===== src/rtl/mem_stage.sv =====
// Memory-access stage: one bus read/write per instruction with wait states,
// byte-lane alignment, and misaligned/illegal/timeout detection.
module mem_stage #(
  parameter int WAIT_LIMIT = 64,
  parameter int CNT_W      = 7
) (
  input  logic        clk,
  input  logic        rst,
  input  logic        en,
  input  logic        is_load,
  input  logic        is_store,
  input  logic        hb,
  input  logic        lb,
  input  logic [15:0] alu_result_in,
  input  logic [15:0] store_data_in,
  input  logic        wb_en_in,
  input  logic [2:0]  dest_reg_in,
  input  logic [15:0] pc_in,
  output logic [15:0] mem_addr_o,
  output logic        mem_re_o,
  output logic        mem_we_o,
  output logic [1:0]  mem_be_o,
  output logic [15:0] mem_data_o,
  input  logic [15:0] mem_data_i,
  input  logic        need_wait_i,
  output logic        busy,
  output logic        done,
  output logic        rf_we,
  output logic        rf_hb,
  output logic        rf_lb,
  output logic [2:0]  rf_dest,
  output logic [15:0] rf_data,
  output logic [15:0] pc_out,
  output logic        misaligned,
  output logic        bus_err
);

  typedef enum logic [1:0] {
    S_IDLE,
    S_ACCESS,
    S_RESP
  } state_t;

  state_t r_state;
  state_t w_next;

  logic             r_load;
  logic             r_store;
  logic             r_word;
  logic [15:0]      r_addr;
  logic [15:0]      r_sd;
  logic [CNT_W-1:0] r_cnt;

  logic w_accept;
  logic w_mem;
  logic w_word;
  logic w_illegal;
  logic w_misal;
  logic w_acc;
  logic w_ok;
  logic w_timeout;

  assign w_accept  = (r_state == S_IDLE) && en;
  assign w_mem     = is_load | is_store;
  // no lane enables on a memory op means a full word
  assign w_word    = ~(hb ^ lb);
  assign w_illegal = is_load & is_store;
  assign w_misal   = w_mem & ~w_illegal & w_word & alu_result_in[0];
  assign w_acc     = (r_state == S_ACCESS);
  assign w_ok      = w_acc && !need_wait_i;
  assign w_timeout = w_acc && need_wait_i &&
                     (r_cnt == CNT_W'(WAIT_LIMIT - 1));

  always_ff @(posedge clk) begin
    if (rst) r_state <= S_IDLE;
    else     r_state <= w_next;
  end

  always_comb begin
    w_next = r_state;
    unique case (r_state)
      S_IDLE: begin
        if (en) begin
          if (!w_mem || w_illegal || w_misal) w_next = S_RESP;
          else                                w_next = S_ACCESS;
        end
      end
      S_ACCESS: begin
        if (w_ok || w_timeout) w_next = S_RESP;
      end
      S_RESP:  w_next = S_IDLE;
      default: w_next = S_IDLE;
    endcase
  end

  always_comb begin
    mem_re_o   = w_acc & r_load;
    mem_we_o   = w_acc & r_store;
    mem_addr_o = w_acc ? {r_addr[15:1], 1'b0} : 16'h0000;
    mem_be_o   = 2'b00;
    mem_data_o = 16'h0000;
    if (w_acc) begin
      if (r_word)         mem_be_o = 2'b11;
      else if (r_addr[0]) mem_be_o = 2'b10;
      else                mem_be_o = 2'b01;
    end
    if (w_acc && r_store) begin
      mem_data_o = r_word ? r_sd : {r_sd[7:0], r_sd[7:0]};
    end
    busy = (r_state != S_IDLE);
    done = (r_state == S_RESP);
  end

  always_ff @(posedge clk) begin
    if (rst) begin
      r_load     <= 1'b0;
      r_store    <= 1'b0;
      r_word     <= 1'b0;
      r_addr     <= 16'h0000;
      r_sd       <= 16'h0000;
      r_cnt      <= '0;
      rf_we      <= 1'b0;
      rf_hb      <= 1'b0;
      rf_lb      <= 1'b0;
      rf_dest    <= 3'd0;
      rf_data    <= 16'h0000;
      pc_out     <= 16'h0000;
      misaligned <= 1'b0;
      bus_err    <= 1'b0;
    end else if (w_accept) begin
      r_load     <= is_load;
      r_store    <= is_store;
      r_word     <= w_word;
      r_addr     <= alu_result_in;
      r_sd       <= store_data_in;
      r_cnt      <= '0;
      rf_dest    <= dest_reg_in;
      pc_out     <= pc_in;
      misaligned <= w_misal;
      bus_err    <= w_illegal;
      if (!w_mem) begin
        rf_we   <= wb_en_in;
        rf_data <= alu_result_in;
        rf_hb   <= hb;
        rf_lb   <= lb;
      end else begin
        rf_we   <= 1'b0;
        rf_data <= 16'h0000;
        rf_hb   <= 1'b0;
        rf_lb   <= 1'b0;
      end
    end else if (w_acc) begin
      if (need_wait_i) begin
        r_cnt <= r_cnt + 1'b1;
        if (w_timeout) bus_err <= 1'b1;
      end else if (r_load) begin
        rf_we <= 1'b1;
        rf_hb <= 1'b1;
        rf_lb <= 1'b1;
        if (r_word)         rf_data <= mem_data_i;
        else if (r_addr[0]) rf_data <= {8'h00, mem_data_i[15:8]};
        else                rf_data <= {8'h00, mem_data_i[7:0]};
      end
    end
  end

endmodule


===== config.mk =====
export PLATFORM = sky130hd
export DESIGN_NAME = mem_stage
export DESIGN_NICKNAME = d
export VERILOG_FILES = /design/src/rtl/mem_stage.sv
export SDC_FILE = /design/constraint.sdc
export NUM_CORES = 1
export LEC_CHECK = 0
export ABC_CLOCK_PERIOD_IN_PS = 1490
export CAP_MARGIN = 20
export CORE_MARGIN = 10
export CORE_UTILIZATION = 35
export CTS_CLUSTER_SIZE = 16
export DETAILED_ROUTE_END_ITERATION = 16
export PLACE_DENSITY = 0.71
export SLEW_MARGIN = 20
export SYNTH_ARGS = -nofsm -noshare
export SYNTH_HDL_FRONTEND = slang
export SYNTH_SLANG_ARGS = --single-unit
export TNS_END_PERCENT = 5

===== constraint.sdc =====
create_clock -name clk -period 1.49 [get_ports clk]
set_input_delay 0.298 -clock clk [delete_from_list [all_inputs] [get_ports clk]]
set_output_delay 0.298 -clock clk [all_outputs]
set_load 0.05 [all_outputs]

* Yosys cells after proc, flatten, opt, wreduce, memory -nomap -nowiden *
Index checks and enable logic that the tools add are counted.

cells by class
  equality and inequality tests = 6
  reduce and logical (&&, ||, !) cells = 21
  add/subtract/negate cells = 1
  muxes and demuxes = 30
  bitwise operators = 10

operator list
  cell                   number
  $mux W16               9
  $mux W1                13
  $mux W2                6
  $reduce_bool A2 Y1     5
  $mux W8                1
  $add A7 B1 Y7 const B  1
  $eq A7 B6 Y1 const B   1
  $and A1 B1 Y1          6
  $reduce_and A3 Y1      2
  $logic_and A1 B1 Y1    5
  $ne A2 B1 Y1 const B   2
  $pmux W2 S2            1
  $reduce_and A2 Y1      2
  $logic_or A1 B1 Y1     3
  $eq A2 B1 Y1 const B   1
  $eq A2 B2 Y1 const B   1
  $logic_not A1 Y1       2
  $logic_not A2 Y1       1
  $ne A2 B2 Y1 const B   1
  $not A1 Y1             2
  $reduce_or A2 Y1       1
  $or A1 B1 Y1           1
  $xor A1 B1 Y1          1

storage, ports and cells
  flip-flop bits (word level) = 84
  bits of input ports = 76

* Longest topological paths before layout *
Gate-level depths: netlist of the first run.

  word-level depth = 9
  depth in mapped cells = 7
  depth with buffers taken out = 5

* Worst setup path after synthesis of the first run *
Ideal clock, no wire load.

  path kind = register -> output
  start point = reg r_state[0]
  end point = out mem_data_o[10]
  path slack = -0.524 ns
  required time = 1.192 ns
  stages on the path, launching flop included = 6
  arrival time = 1.716 ns
  path buffers = 2
  cell sequence = dfxtp_1 > buf_6 > nor2b_1 > clkbuf_1 > nand2_1 > nor2_1

between the ends
  longest elaborated chain between the ends = 3

RTL lines
  item                    line  text
  start, declared         44    state_t r_state;
  start signal, assigned  76    else r_state <= w_next;
  $eq A2 B1 Y1            69    assign w_acc = (r_state == S_ACCESS);
  $logic_and A1 B1 Y1     107   if (w_acc && r_store) begin
  $mux W16                107
  end, declared           23    output logic [15:0] mem_data_o,

Every way passes these cells.

* Worst setup path after layout of the first run *
  start point = reg r_state[0]
  end point = out mem_data_o[11]

The elaborated chain is that of the path after synthesis.

==> out/results.tsv, run 1 <==
metric	value	unit
initial antenna violation count	0	
chip height	122	um
Routability Congestion	0.836	
Die Area	14900	um2
Inst Count DP	741	
failing checks	setup timing	
Max-slew headroom	0.599	
Distinct cells, synth	39	
first-pass GRT wire length	21300	um
Arr. time, crit path	1.55	ns
worst skew pair latency	0.35	ns
largest cells by area after synthesis	dfxtp_1, nand2_1, a21oi_1, nor2_1, a221oi_2	
Num CTS Buffers	9	
commonest non-fill, non-tap cell in the layout	nand2_1	
# DRC	0	
PortBufs	152	
max-cap violation count	0	
Nets	701	
max incr delay on CP	0.34	ns
Seq/Total Area, Yosys	0.461	
row count	37	
startpoint type of the worst setup path	register	
Setup CP Type	reg -> out	
H-Tree Depth	3	
deepest clock path buffer count	2	
Sink Count	84	
most frequent cells in the layout	nand2_1, buf_12, dfxtp_1	
Vias	3791	
Worst Reg-to-Reg Cells	8	
r2r startpoint	r_state[0]	
FMAX	542	MHz
Hold EP	misaligned	
number of synthesized flops with an enable pin	0	
setup TNS after final layout	-15.70	ns
DR vias/cell	4.97	
Hold Path Cell Cnt	2	
worst setup margin	-0.355	ns
CTS tree	done	
Post-DRT Antenna Nets	0	
Slew Viols, Final	0	
Hold Crit Start	rst	
crit path time final	1.84	ns
Syn Inst Count	454	
Final Core Density	0.673	
hold_ws	0.354	ns
met1 WL	5500	um
Max Used Layer	met4	
Clock Skew	0.0139	ns
Post-Route WL	13600	um
HPWL after DPL	9970	um
IO Count	154	
reg2reg end	rf_data[14]	
Critical Path Most Common Cell	buf_12	
final hold vios	0	
WL met2	7010	um
cell area after synthesis	3650	um2
GRT overflow	0	
total track usage	0.180	
worst slack, placed	-0.727	ns
kind of cell adding the most delay to the critical path	simple AND/OR/NAND/NOR gates	
power per cell area	920	nW/um2
Synth Flop Type	dfxtp_1	
Core ar.	10200	um2
Reg2Reg Setup Slack	-0.19	ns
routed length per instance	17.9	um
Mean Syn Cell Area	8.03	um2
Setup Viol. Count Final	91	
clk slew on worst S/H paths	0.08	ns
Worst-Margin Slew	0.601	ns
Clock Root Buffer	clkbuf_8	
Initial Util	0.356	
dominant cell type by area after synthesis	dfxtp_1	
peak supply drop	0.000549	V
largest net degree at the start of global routing	47	
Worst setup EP type	primary output	
WP buf/inv	3	
top cell type's share of synthesized area	0.461	
Worst Path Required	1.19	ns
met3 WL	796	um
#FFs+latches synth	84	
ys async rst share	0	
Crit Path Max Fanout	8	
DRT iter0 DRCs	230	
P&R area growth vs syn	88.9	%
antenna diode count	0	
unrepaired setup endpoints after global routing	true	
status	finished, violations left	
share of cells above drive strength 1	0.335	
Leak	2.66	nW
critical-path cell list	buf_6 > nor2b_4 > buf_12 > nand2_8 > nor2_4 > buf_12	
syn_nets	533	
Worst Hold Class	in -> reg	
Post-Layout Cell Count	763	
CP max stage cell	dfxtp_2	
Die X	122	um
vias in the first global route	3968	
period utilization	1.24	
first drt pass iteration count	4	
Synthesis Warnings	0	
final cells by class:
type / count / area, um2
repair buffers: 194 / 2750
flip-flops and latches: 84 / 1690
multi-input cells: 329 / 2050
clock buffers: 11 / 141
well taps: 136 / 170
clock inverters: 5 / 75.1
fillers: 768 / 3340
inverters: 4 / 18.8
timing repair:
action,in CTS,in global routing
setup endpoints to repair,120,97
pin swaps,17,5
gates cloned,3,0
hold buffers,0,0
gates resized for setup,48,25
buffers inserted,5,0
hold endpoints to repair,0,0
metal layers:
| metal | GRT usage | up-vias |
|---|---|---|
| li1 | - | 1859 |
| met1 | 0.211 | 1784 |
| met2 | 0.310 | 124 |
| met3 | 0.0426 | 24 |
| met4 | 0.0700 | 0 |
| met5 | 0 | - |
state kept, by name, summed over array words and instances, names as in the netlist:
signal	flops
rf_we	1
r_word	1
rf_lb	1
rf_dest	3
r_load	1
pc_out	16
r_store	1
rf_hb	1
rf_data	16
r_sd	16
bus_err	1
r_addr	16
r_cnt	7
r_state	2
misaligned	1
how the worst max path moves through the flow:
stage / startpoint / to / slack (ns) / depth (start not counted)
global placement: need_wait_i / rf_data[6] / -0.68 / 5
floorplan: r_state[0] / rf_data[10] / -0.09 / 7
detailed placement: need_wait_i / rf_data[5] / -0.73 / 5
CTS: r_state[1] / mem_data_o[7] / -0.40 / 6
finish: r_state[0] / mem_data_o[11] / -0.35 / 6
global route: r_state[0] / mem_data_o[11] / -0.45 / 6
through the flow:
stage | total power [mW] | instance area, um2
2_1_floorplan | 3.49 | 3740
3_3_place_gp | 4.43 | 6360
3_5_place_dp | 4.47 | 6360
4_1_cts | 6.37 | 6840
5_1_grt | 6.60 | 6890
6_report | 6.34 | 6890
logic make-up (layout without fill, tap and decap cells):
family | count (synthesis) | count (layout) | share of synthesized area
and+or+nand+nor | 218 | 219 | 0.262
AOI/OAI and AO/OA | 85 | 85 | 0.152
DFF | 84 | 84 | 0.461
buffers and inverters | 42 | 214 | 0.0549
muxes | 16 | 16 | 0.0467
xor gates and xnor gates | 5 | 5 | 0.0120
adders and majority gates | 3 | 3 | 0.0103
other | 1 | 1 | 0.00103
where the power goes:
part	internal [mW]	switching [mW]	leakage, nW
Clock	0.983	0.795	0.113
Combinational	0.964	1.02	1.85
Sequential	2.42	0.157	0.691
Total	4.36	1.98	2.66
synthesized netlist by cell type (2+ instances only):
| cell | count |
|---|---|
| nand2b_1 | 2 |
| inv_1 | 4 |
| clkbuf_1 | 22 |
| and2_1 | 18 |
| xor2_1 | 2 |
| a221oi_2 | 8 |
| and3_1 | 9 |
| a221oi_1 | 7 |
| a31oi_1 | 2 |
| nand2_1 | 115 |
| dfxtp_1 | 84 |
| ha_1 | 3 |
| mux2_2 | 8 |
| nand3_1 | 7 |
| nor3_1 | 21 |
| buf_2 | 9 |
| buf_4 | 2 |
| buf_6 | 3 |
| nor2_1 | 38 |
| nor2b_1 | 2 |
| mux2i_1 | 8 |
| xnor2_1 | 3 |
| a21oi_1 | 61 |
(Power assumes the default switching activity.)
==> run 2, diff against run 1 <==
--- a/config.mk
+++ b/config.mk
@@ -5,13 +5,14 @@
 export SDC_FILE = /design/constraint.sdc
 export NUM_CORES = 1
 export LEC_CHECK = 0
-export ABC_CLOCK_PERIOD_IN_PS = 1490
+export ABC_CLOCK_PERIOD_IN_PS = 2020
 export CAP_MARGIN = 20
 export CORE_MARGIN = 10
 export CORE_UTILIZATION = 35
 export CTS_CLUSTER_SIZE = 16
 export DETAILED_ROUTE_END_ITERATION = 16
-export PLACE_DENSITY = 0.71
+export MAX_ROUTING_LAYER = met4
+export PLACE_DENSITY = 0.68
 export SLEW_MARGIN = 20
 export SYNTH_ARGS = -nofsm -noshare
 export SYNTH_HDL_FRONTEND = slang
==> constraint.sdc (replaced) <==
create_clock -name clk -period 2.02 [get_ports clk]
set_input_delay 0.404 -clock clk [delete_from_list [all_inputs] [get_ports clk]]
set_output_delay 0.404 -clock clk [all_outputs]
set_load 0.05 [all_outputs]
==> run 2 against run 1 <==
Net effect:
- the flow now finishes without violations
- count of clock-buffer cells in the layout down 2
- wire length is 11% lower
- register-to-register slack improved by 0.51 ns
- final area down 14%
- final cell count is 2.9% lower
- die area did not move
==> out/results.tsv, run 2 (synthesis results as in run 1) <==
metric	value	unit	change
status	completed		
Fillers	899		+17%
unrepaired setup endpoints after global routing	true		
antenna diode count	0		unchanged
Worst Path Required	1.62	ns	+0.43 ns
worst skew pair latency	0.35	ns	about the same
combinational power share	0.276		-0.037
critical-path cell list	clkdlybuf4s50_1		
HPWL after DPL	9350	um	-6.3%
first-pass GRT wire length	18800	um	-12%
Setup Viol. Count Final	0		-100%
crit path time final	1.94	ns	
Worst setup EP type	primary output		
Post-DRT Antenna Nets	0		unchanged
Setup CP Type	reg -> out		
Clock Skew	0.0166	ns	+0.00268 ns
Arr. time, crit path	1.54	ns	about the same
Overall Power	4.24	mW	-33%
kind of cell adding the most delay to the critical path	buffers and inverters		
WL met2	6070	um	-13%
Max-slew headroom	0.608		+0.00861
worst slack, placed	-0.251	ns	+0.475 ns
CTS tree	done		
IO Count	154		unchanged
P&R area growth vs syn	62.7	%	
most frequent cells in the layout	nand2_1, clkdlybuf4s50_1, dfxtp_1		
Num CTS Buffers	9		unchanged
Psw	1.39	mW	-30%
Sink Count	84		unchanged
# DRC	0		unchanged
Nets	679		-3.1%
sequential share of power	0.438		+0.032
worst setup margin	0.0782	ns	+0.433 ns
met3 WL	856	um	+7.5%
Clock Root Buffer	clkbuf_8		
met1 WL	5100	um	-7.4%
GRT overflow	0		unchanged
CP max stage cell	clkdlybuf4s50_1		
Routability Congestion	0.770		-7.9%
Worst-Margin Slew	0.588	ns	-0.0129 ns
routed length per instance	16.4	um	-7.9%
vias in the first global route	3590		-9.5%
clock power share	0.286		+0.005
WP buf/inv	1		-2
critical path depth in cells	1		-5
max-cap violation count	0		unchanged
largest net degree at the start of global routing	49		+4.3%
startpoint type of the worst setup path	register		
Hold Path Cell Cnt	2		unchanged
final hold vios	0		unchanged
P_int	2.84	mW	-35%
power per cell area	714	nW/um2	-22%
DRT iter0 DRCs	182		-21%
DR vias/cell	4.88		-1.8%
row count	37		unchanged
deepest clock path buffer count	2		unchanged
H-Tree Depth	3		unchanged
period utilization	0.961		
initial antenna violation count	0		unchanged
Worst Reg-to-Reg Cells	6		-2
share of cells above drive strength 1	0.164		-0.171
Vias	3616		-4.6%
Core ar.	10200	um2	unchanged
PortBufs	152		unchanged
Die Area	14900	um2	unchanged
max incr delay on CP	0.85	ns	+0.51 ns
peak supply drop	0.000467	V	-15%
Leak	2.28	nW	-14%
total track usage	0.163		-0.0167
Max Used Layer	met4		
first drt pass iteration count	4		unchanged
Slew Viols, Final	0		unchanged
Die X	122	um	unchanged
Post-Route WL	12200	um	-11%
chip height	122	um	unchanged
Initial Util	0.356		unchanged
FMAX	515	MHz	
Crit Path Max Fanout	2		-6
switching share of power	0.329		+0.0169
clk slew on worst S/H paths	0.08	ns	about the same
Worst Hold Class	in -> reg		
==> run 2: changes by cell type in the layout (fill, tap and decap cells not counted), moves of 3 or more <==
| cell | change |
|---|---|
| nor3_2 | -3 |
| buf_6 | -5 |
| inv_6 | +3 |
| nor3_1 | +3 |
| clkdlybuf4s50_1 | +42 |
| a21oi_1 | +19 |
| buf_12 | -48 |
| nor2_1 | +9 |
| and2_4 | -13 |
| a21oi_2 | -19 |
| buf_4 | -8 |
| and2_1 | +13 |
| nor2_4 | -9 |
==> run 2: layout make-up <==
cell class | count | area, um2 | area share
clock buffer | 9 | 124 | 0.0209
clock inverter | 7 | 73.8 | 0.0124
inverter | 4 | 15.0 | 0.00253
multi-input combinational | 328 | 1800 | 0.303
sequential | 84 | 1690 | 0.284
tap | 136 | 170 | 0.0287
timing repair buffer | 173 | 2070 | 0.349
==> run 2: final timing paths <==
check                   from    endpoint  slack, ns
setup / recovery       rf_lb       rf_lb       0.08
hold / removal           rst  misaligned       0.42
setup reg to reg  r_state[0]  rf_data[0]       0.32
hold reg to reg    pc_out[8]   pc_out[8]       0.45
==> run 2: through the flow <==
step,cell area [um2],std cells,util,TNS [ns],hold slack (ns)
floorplan,3650,454,-,-0.797,0.432
global placement,5720,725,0.559,-6.19,0.438
detailed placement,5720,725,0.559,-7.40,0.443
CTS,5920,741,0.579,0,0.398
global route,5940,741,0.580,-0.00967,0.423
finish,5940,741,0.580,0,0.422
==> run 2: power by group through the flow <==
stage                     registers (mW)  logic [mW]  clock network [mW]
final                               1.85        1.17                1.21
after global routing                1.87        1.25                1.32
after CTS                           1.85        1.18                1.24
after detailed placement            1.89        1.17                   0
after global placement              1.88        1.16                   0
after floorplan                     2.12       0.443                   0
==> run 2: metal layers <==
metal / track usage / up-vias
met3: 0.0486 / 11
met4: 0.0486 / 0
met2: 0.271 / 117
met5: - / -
met1: 0.185 / 1674
li1: - / 1814
==> run 2: what timing repair did <==
item / CTS / global route
resized for setup: 3 / 3
hold buffers: 0 / 0
setup endpoints to repair: 24 / 18
buffers inserted: 0 / 0
pin swaps: 0 / 0
